[config.mk]
export PLATFORM = sky130hd
export DESIGN_NAME = fwd_operand_stage_flat
export DESIGN_NICKNAME = d
export VERILOG_FILES = /design/src/rtl/fwd_operand_stage_if.sv /design/src/rtl/fwd_operand_stage.sv /design/src/flat_wrapper.sv
export SDC_FILE = /design/constraint.sdc
export NUM_CORES = 1
export LEC_CHECK = 0
export ABC_CLOCK_PERIOD_IN_PS = 4700
export BUFFER_PORTS_ARGS = -buffer_cell sky130_fd_sc_hd__buf_2
export CELL_PAD_IN_SITES_DETAIL_PLACEMENT = 0
export CELL_PAD_IN_SITES_GLOBAL_PLACEMENT = 1
export CORE_MARGIN = 2
export CORE_UTILIZATION = 37
export DETAILED_ROUTE_END_ITERATION = 6
export GPL_ROUTABILITY_DRIVEN = 0
export PLACE_DENSITY = 0.95
export SLEW_MARGIN = 20
export SYNTH_ARGS = -nofsm -noshare
export SYNTH_HDL_FRONTEND = slang
export SYNTH_SLANG_ARGS = --single-unit
[constraint.sdc]
create_clock -name clk -period 4.7 [get_ports clk]
set_input_delay 0 -clock clk [delete_from_list [all_inputs] [get_ports clk]]
set_output_delay 0 -clock clk [all_outputs]
set_load 0.05 [all_outputs]
[src/rtl/fwd_operand_stage_if.sv]
// Bus bundle for fwd_operand_stage: ID sources, EX/MEM/WB write ports, hold,
// and the registered ID/EX operand outputs. The stage uses the slave modport.
interface fwd_operand_stage_if #(
    parameter int DATA_W      = 32,
    parameter int REG_AW      = 5,
    parameter int NUM_OPS     = 2,
    parameter int STALL_CNT_W = 16
);
    logic                        id_valid;
    logic [NUM_OPS*REG_AW-1:0]   id_src_addr;
    logic [NUM_OPS-1:0]          id_src_used;
    logic [NUM_OPS*DATA_W-1:0]   id_rf_data;
    logic                        ex_wr_en;
    logic                        ex_is_load;
    logic [REG_AW-1:0]           ex_dest;
    logic [DATA_W-1:0]           ex_data;
    logic                        mem_wr_en;
    logic [REG_AW-1:0]           mem_dest;
    logic [DATA_W-1:0]           mem_data;
    logic                        wb_wr_en;
    logic [REG_AW-1:0]           wb_dest;
    logic [DATA_W-1:0]           wb_data;
    logic                        hold;
    logic                        stall_out;
    logic                        op_valid;
    logic [NUM_OPS*DATA_W-1:0]   op_data;
    logic [NUM_OPS*3-1:0]        op_sel;
    logic [STALL_CNT_W-1:0]      stall_count;

    modport master (
        output id_valid, id_src_addr, id_src_used, id_rf_data,
        output ex_wr_en, ex_is_load, ex_dest, ex_data,
        output mem_wr_en, mem_dest, mem_data,
        output wb_wr_en, wb_dest, wb_data, hold,
        input  stall_out, op_valid, op_data, op_sel, stall_count
    );

    modport slave (
        input  id_valid, id_src_addr, id_src_used, id_rf_data,
        input  ex_wr_en, ex_is_load, ex_dest, ex_data,
        input  mem_wr_en, mem_dest, mem_data,
        input  wb_wr_en, wb_dest, wb_data, hold,
        output stall_out, op_valid, op_data, op_sel, stall_count
    );
endinterface

[src/rtl/fwd_operand_stage.sv]
// ID/EX operand resolution: per-channel forwarding select, load-use stall, registered operands.
// Optional macro FWD_WB_HISTORY_EN adds a one-entry retired-write history (sel 4).
module fwd_operand_stage #(
    parameter int DATA_W      = 32,
    parameter int REG_AW      = 5,
    parameter int NUM_OPS     = 2,
    parameter int STALL_CNT_W = 16
) (
    input logic                clk,
    input logic                rst_n,
    fwd_operand_stage_if.slave bus
);

    localparam logic [2:0] SEL_RF   = 3'd0;
    localparam logic [2:0] SEL_EX   = 3'd1;
    localparam logic [2:0] SEL_MEM  = 3'd2;
    localparam logic [2:0] SEL_WB   = 3'd3;
    localparam logic [2:0] SEL_HIST = 3'd4;

    localparam logic [STALL_CNT_W-1:0] CNT_MAX = {STALL_CNT_W{1'b1}};

    function automatic logic stage_match(
        input logic              wr_en,
        input logic [REG_AW-1:0] dest,
        input logic [REG_AW-1:0] src
    );
        return wr_en && (dest != {REG_AW{1'b0}}) && (dest == src);
    endfunction

    logic                       stall_s;
    logic [NUM_OPS*DATA_W-1:0]  res_data_s;
    logic [NUM_OPS*3-1:0]       res_sel_s;

    logic                       op_valid_r;
    logic [NUM_OPS*DATA_W-1:0]  op_data_r;
    logic [NUM_OPS*3-1:0]       op_sel_r;
    logic [STALL_CNT_W-1:0]     stall_count_r;

`ifdef FWD_WB_HISTORY_EN
    logic                       hist_valid_r;
    logic [REG_AW-1:0]          hist_dest_r;
    logic [DATA_W-1:0]          hist_data_r;

    // Remember the most recent nonzero writeback; independent of hold and stall.
    always_ff @(posedge clk or negedge rst_n) begin
        if (!rst_n) begin
            hist_valid_r <= 1'b0;
            hist_dest_r  <= {REG_AW{1'b0}};
            hist_data_r  <= {DATA_W{1'b0}};
        end else if (bus.wb_wr_en && (bus.wb_dest != {REG_AW{1'b0}})) begin
            hist_valid_r <= 1'b1;
            hist_dest_r  <= bus.wb_dest;
            hist_data_r  <= bus.wb_data;
        end else begin
            hist_valid_r <= hist_valid_r;
            hist_dest_r  <= hist_dest_r;
            hist_data_r  <= hist_data_r;
        end
    end
`endif

    // Per-channel operand resolution, youngest producer first.
    always_comb begin
        res_data_s = {(NUM_OPS*DATA_W){1'b0}};
        res_sel_s  = {(NUM_OPS*3){1'b0}};
        for (int i = 0; i < NUM_OPS; i++) begin
            if (bus.id_src_addr[i*REG_AW +: REG_AW] == {REG_AW{1'b0}}) begin
                res_data_s[i*DATA_W +: DATA_W] = {DATA_W{1'b0}};
                res_sel_s[i*3 +: 3]            = SEL_RF;
            end else if (!bus.ex_is_load &&
                         stage_match(bus.ex_wr_en, bus.ex_dest, bus.id_src_addr[i*REG_AW +: REG_AW])) begin
                res_data_s[i*DATA_W +: DATA_W] = bus.ex_data;
                res_sel_s[i*3 +: 3]            = SEL_EX;
            end else if (stage_match(bus.mem_wr_en, bus.mem_dest, bus.id_src_addr[i*REG_AW +: REG_AW])) begin
                res_data_s[i*DATA_W +: DATA_W] = bus.mem_data;
                res_sel_s[i*3 +: 3]            = SEL_MEM;
            end else if (stage_match(bus.wb_wr_en, bus.wb_dest, bus.id_src_addr[i*REG_AW +: REG_AW])) begin
                res_data_s[i*DATA_W +: DATA_W] = bus.wb_data;
                res_sel_s[i*3 +: 3]            = SEL_WB;
`ifdef FWD_WB_HISTORY_EN
            end else if (stage_match(hist_valid_r, hist_dest_r, bus.id_src_addr[i*REG_AW +: REG_AW])) begin
                res_data_s[i*DATA_W +: DATA_W] = hist_data_r;
                res_sel_s[i*3 +: 3]            = SEL_HIST;
`endif
            end else begin
                res_data_s[i*DATA_W +: DATA_W] = bus.id_rf_data[i*DATA_W +: DATA_W];
                res_sel_s[i*3 +: 3]            = SEL_RF;
            end
        end
    end

    // Load-use detection: a used source waiting on a load still in EX.
    always_comb begin
        stall_s = 1'b0;
        for (int i = 0; i < NUM_OPS; i++) begin
            stall_s = stall_s | (bus.id_src_used[i] &
                      stage_match(bus.ex_wr_en, bus.ex_dest, bus.id_src_addr[i*REG_AW +: REG_AW]));
        end
        stall_s = stall_s & bus.id_valid & bus.ex_is_load;
    end

    // ID/EX pipeline register: hold freezes, a stall inserts a bubble.
    always_ff @(posedge clk or negedge rst_n) begin
        if (!rst_n) begin
            op_valid_r <= 1'b0;
            op_data_r  <= {(NUM_OPS*DATA_W){1'b0}};
            op_sel_r   <= {(NUM_OPS*3){1'b0}};
        end else if (bus.hold) begin
            op_valid_r <= op_valid_r;
            op_data_r  <= op_data_r;
            op_sel_r   <= op_sel_r;
        end else if (stall_s) begin
            op_valid_r <= 1'b0;
            op_data_r  <= res_data_s;
            op_sel_r   <= res_sel_s;
        end else begin
            op_valid_r <= bus.id_valid;
            op_data_r  <= res_data_s;
            op_sel_r   <= res_sel_s;
        end
    end

    // Saturating count of stall cycles that actually took effect.
    always_ff @(posedge clk or negedge rst_n) begin
        if (!rst_n) begin
            stall_count_r <= {STALL_CNT_W{1'b0}};
        end else if (stall_s && !bus.hold && (stall_count_r != CNT_MAX)) begin
            stall_count_r <= stall_count_r + {{(STALL_CNT_W-1){1'b0}}, 1'b1};
        end else begin
            stall_count_r <= stall_count_r;
        end
    end

    assign bus.stall_out   = stall_s;
    assign bus.op_valid    = op_valid_r;
    assign bus.op_data     = op_data_r;
    assign bus.op_sel      = op_sel_r;
    assign bus.stall_count = stall_count_r;

endmodule

[src/flat_wrapper.sv]
// flat-port wrapper written by rule: the top's interface ports become plain ports
module fwd_operand_stage_flat 
#(
    parameter int DATA_W      = 32,
    parameter int REG_AW      = 5,
    parameter int NUM_OPS     = 2,
    parameter int STALL_CNT_W = 16
)
  (clk, rst_n, bus_id_valid, bus_id_src_addr, bus_id_src_used, bus_id_rf_data, bus_ex_wr_en, bus_ex_is_load, bus_ex_dest, bus_ex_data, bus_mem_wr_en, bus_mem_dest, bus_mem_data, bus_wb_wr_en, bus_wb_dest, bus_wb_data, bus_hold, bus_stall_out, bus_op_valid, bus_op_data, bus_op_sel, bus_stall_count);
  fwd_operand_stage_if #(.DATA_W(DATA_W), .REG_AW(REG_AW), .NUM_OPS(NUM_OPS), .STALL_CNT_W(STALL_CNT_W)) bus_i ();
  input logic clk;
  input logic rst_n;
  input wire logic [$bits(bus_i.id_valid)-1:0] bus_id_valid;
  input wire logic [$bits(bus_i.id_src_addr)-1:0] bus_id_src_addr;
  input wire logic [$bits(bus_i.id_src_used)-1:0] bus_id_src_used;
  input wire logic [$bits(bus_i.id_rf_data)-1:0] bus_id_rf_data;
  input wire logic [$bits(bus_i.ex_wr_en)-1:0] bus_ex_wr_en;
  input wire logic [$bits(bus_i.ex_is_load)-1:0] bus_ex_is_load;
  input wire logic [$bits(bus_i.ex_dest)-1:0] bus_ex_dest;
  input wire logic [$bits(bus_i.ex_data)-1:0] bus_ex_data;
  input wire logic [$bits(bus_i.mem_wr_en)-1:0] bus_mem_wr_en;
  input wire logic [$bits(bus_i.mem_dest)-1:0] bus_mem_dest;
  input wire logic [$bits(bus_i.mem_data)-1:0] bus_mem_data;
  input wire logic [$bits(bus_i.wb_wr_en)-1:0] bus_wb_wr_en;
  input wire logic [$bits(bus_i.wb_dest)-1:0] bus_wb_dest;
  input wire logic [$bits(bus_i.wb_data)-1:0] bus_wb_data;
  input wire logic [$bits(bus_i.hold)-1:0] bus_hold;
  output wire logic [$bits(bus_i.stall_out)-1:0] bus_stall_out;
  output wire logic [$bits(bus_i.op_valid)-1:0] bus_op_valid;
  output wire logic [$bits(bus_i.op_data)-1:0] bus_op_data;
  output wire logic [$bits(bus_i.op_sel)-1:0] bus_op_sel;
  output wire logic [$bits(bus_i.stall_count)-1:0] bus_stall_count;
  assign bus_i.id_valid = bus_id_valid;
  assign bus_i.id_src_addr = bus_id_src_addr;
  assign bus_i.id_src_used = bus_id_src_used;
  assign bus_i.id_rf_data = bus_id_rf_data;
  assign bus_i.ex_wr_en = bus_ex_wr_en;
  assign bus_i.ex_is_load = bus_ex_is_load;
  assign bus_i.ex_dest = bus_ex_dest;
  assign bus_i.ex_data = bus_ex_data;
  assign bus_i.mem_wr_en = bus_mem_wr_en;
  assign bus_i.mem_dest = bus_mem_dest;
  assign bus_i.mem_data = bus_mem_data;
  assign bus_i.wb_wr_en = bus_wb_wr_en;
  assign bus_i.wb_dest = bus_wb_dest;
  assign bus_i.wb_data = bus_wb_data;
  assign bus_i.hold = bus_hold;
  assign bus_stall_out = bus_i.stall_out;
  assign bus_op_valid = bus_i.op_valid;
  assign bus_op_data = bus_i.op_data;
  assign bus_op_sel = bus_i.op_sel;
  assign bus_stall_count = bus_i.stall_count;
  fwd_operand_stage #(.DATA_W(DATA_W), .REG_AW(REG_AW), .NUM_OPS(NUM_OPS), .STALL_CNT_W(STALL_CNT_W)) u_core (.clk(clk), .rst_n(rst_n), .bus(bus_i));
endmodule
==> flow_summary.toml <==
[sta]
holdWs_ns = -0.00142
tightest_slew_ns = 1.05
relSlewSlack_pct = 29.7
final-hold-violation-count = 1
period_share_pct = 75.9
slew_viol_final = 0
setup_tns_ns = 0
layout_setup_ws_ns = 1.13
period_needed_ns = 3.57
rsz0062_at_grt = "no"
fmax_ghz = 0.280
fin_skew_ns = 0.00629
setup_viol = 0

[floorplanning]
start_util_pct = 38.1
die_h_um = 129
core_area_sq_um = 15300
row_count = 45
die_x_um = 129
ioPinCount = 283
die_area_sq_um = 16700

[critical_path]
r2r-start = "u_core.bus.stall_count[0]"
worstPathRequired_ns = 4.98
crit_buf_inv = 5
worstPathArrival_ns = 3.85
ff2ff_path_depth = 7
worstSetupEndpointType = "flip-flop"
cpPeakStageDelay_ns = 0.72
cp.depth = 11
crit_fanout = 34
start_kind = "primary input"
r2r_setup_slack_ns = 2.43
cp_slowest_cell = "nor2b_4"
crit_chain = "buf_2 > or4_4 > o21ai_4 > nor4_4 > buf_4 > nor2b_4 > buf_4 > a221oi_2 > dlygate4sd3_1 > o21ai_1 > dlygate4sd3_1"
r2r_end = "u_core.bus.stall_count[15]"
crit_type = "in2reg"
crit_family = "buffers and inverters"

[global_route]
antenna_found_initial = 0
grt_pass1_wl_um = 36500
grt_max_degree = 52
grt-ovfl-total = 0
track_usage_pct = 28.3
first_global_vias = 6938

[power]
leakage_nw = 4.71
vdd_ir_drop_max_mv = 0.165
total_power_w = 0.00244
power_density_nw_per_um2 = 263

[cts]
cts.sinks = 85
htreeDepth = 3
cts_buffers = 9
cts_tree = "built"
path_clk_slew_ns = 0.07
cts_setup_buffers = 0
cts_hold_buf = 165
post_cts_resized = 0
clock_latency_ns = 0.35
root_buffer = "clkbuf_16"
cts_buffer_depth = 2

[placement]
place.port_buffers = 280
place_ws_ns = 1.94
dp_hpwl_um = 15700

[worst_hold_path]
hp-class = "in2reg"
min_from = "bus_wb_data[1]"
holdPathStages = 3
worstHoldEndpoint = "u_core.bus.op_data[33]"

[yosys]
yosys-top-cells-area = "dfrtp_1, a221oi_2, a21o_1"
ys_warn_count = 0
synth_seq_cells = 85
synth-edff-count = 0
syn_inst = 595
synthArstFlopShare_pct = 100
synth_top_area_share_pct = 36.6
syn_avg_cell_area_sq_um = 9.76
ys_types = 42
synthFlopType = "dfrtp_1"
syn-cell-area_sq_um = 5810
ys_seq_area_share_pct = 36.6
synth_top_area_cell = "dfrtp_1"

[routing]
antenna_left = 0
viasPerCell = 5.53
drc = 0
wl_um = 24500
vias = 6819
first_pass_iters = 7
drtIter0Drc = 671
wl_per_cell_um = 19.9

[cells_and_area]
utilization_pct = 60.7
drive_above_1_share_pct = 40.2
nets = 1211
layout-area-overhead-vs-synth_pct = 59.5

[outcome]
status = "finished, violations left"
violations = "negative hold slack"

[flow_run]
drv_cap = 0
where the power goes:
part / internal [W] / switching (W)
sequential: 0.000796 / 0.0000412
clock: 0.000415 / 0.000312
combinational: 0.000349 / 0.000525
layout make-up:
type	count	area, sq um
timing repair buffer	457	3150
sequential	85	2130
antenna	1	2.50
clock buffer	13	240
clock inverter	3	46.3
multi-input combinational	462	3440
fill	1288	5990
tap	211	264
flip-flops by register name, summed over array words and instances (netlist names):
register	cells
u_core.bus.op_valid	1
u_core.bus.stall_count	16
u_core.bus.op_data	64
u_core.bus.op_sel	4
metal layers:
layer / track usage, % / routed length, um / vias up
li1: - / - / 3059
met1: 34.5 / 9670 / 3235
met2: 47.6 / 11700 / 432
met3: 4.87 / 2090 / 93
met4: 15.5 / 1070 / 0
met5: 0 / 0 / -
cell usage after synthesis (2+ instances only):
library cell and number:
a21o_1 64, a21oi_1 3, a221oi_1 4, a221oi_2 60
buf_1 2, buf_2 8, buf_4 4, buf_6 8
buf_8 2, clkbuf_1 25, dfrtp_1 85, nand2_1 86
nand3_1 13, nand4_1 3, nor2_1 13, nor2_4 2
nor3_1 10, nor4_1 3, nor4_4 2, o21ai_0 66
o21ai_1 38, o21ai_2 30, or4_4 2, xnor2_1 22
xor2_1 23
cell families (layout without fill, tap and decap cells):
family,after synthesis,after routing,share of synthesized area [%]
multiplexers,1,1,0.194
flip-flops,85,85,36.6
other,1,3,0.0646
AO/OA/AOI/OAI,270,270,39.2
adder cells (fa/ha/maj),1,1,0.215
XOR/XNOR,45,45,6.78
AND/OR/NAND/NOR,143,143,11.9
buffers and inverters,49,473,5.02
worst min-delay path: stages:
cell and delay [ns]:
buf_2 0.10, a221oi_1 0.07, o21ai_1 0.13
stage by stage:
stage	cells	hold slack, ns	cell area [sq um]
finish	1232	-0.00142	9260
global route	1231	0.00878	9260
CTS	1231	0.0000120	9260
detailed placement	1050	-0.00226	7320
global placement	1050	-0.00962	7320
floorplan	596	-0.296	5810
worst max-delay path by stage:
| stage | start | end | slack [ns] |
|---|---|---|---|
| 3_3_place_gp | bus_mem_dest[0] | u_core.bus.op_data[19] | 1.99 |
| 3_5_place_dp | bus_mem_dest[0] | u_core.bus.op_data[15] | 1.94 |
| 4_1_cts | bus_mem_dest[0] | u_core.bus.op_data[17] | 1.23 |
| 5_1_grt | bus_mem_dest[0] | u_core.bus.op_data[15] | 1.04 |
| 6_report | bus_mem_dest[0] | u_core.bus.op_data[13] | 1.13 |
| 2_1_floorplan | u_core.bus.stall_count[0] | u_core.bus.stall_count[1] | 2.46 |
placed cells by master, fill, tap and decap left out, types with 2 or more instances in the layout:
cell / Yosys / final
a21oi_4: 0 / 2
nand2_1: 86 / 86
conb_1: 1 / 2
nor3_1: 10 / 9
nand3_1: 13 / 13
nor4_1: 3 / 3
a221oi_2: 60 / 60
clkbuf_16: 0 / 9
nand4_1: 3 / 3
o21ai_2: 30 / 30
a21o_1: 64 / 64
or4_4: 2 / 2
a221oi_1: 4 / 4
buf_2: 8 / 279
nor2_4: 2 / 2
buf_4: 4 / 13
xor2_1: 23 / 23
clkbuf_1: 25 / 4
nor2_1: 13 / 13
nor4_4: 2 / 2
o21ai_1: 38 / 38
dlygate4sd3_1: 0 / 165
xnor2_1: 22 / 22
o21ai_0: 66 / 66
dfrtp_1: 85 / 85
(Power assumes the default switching activity.)
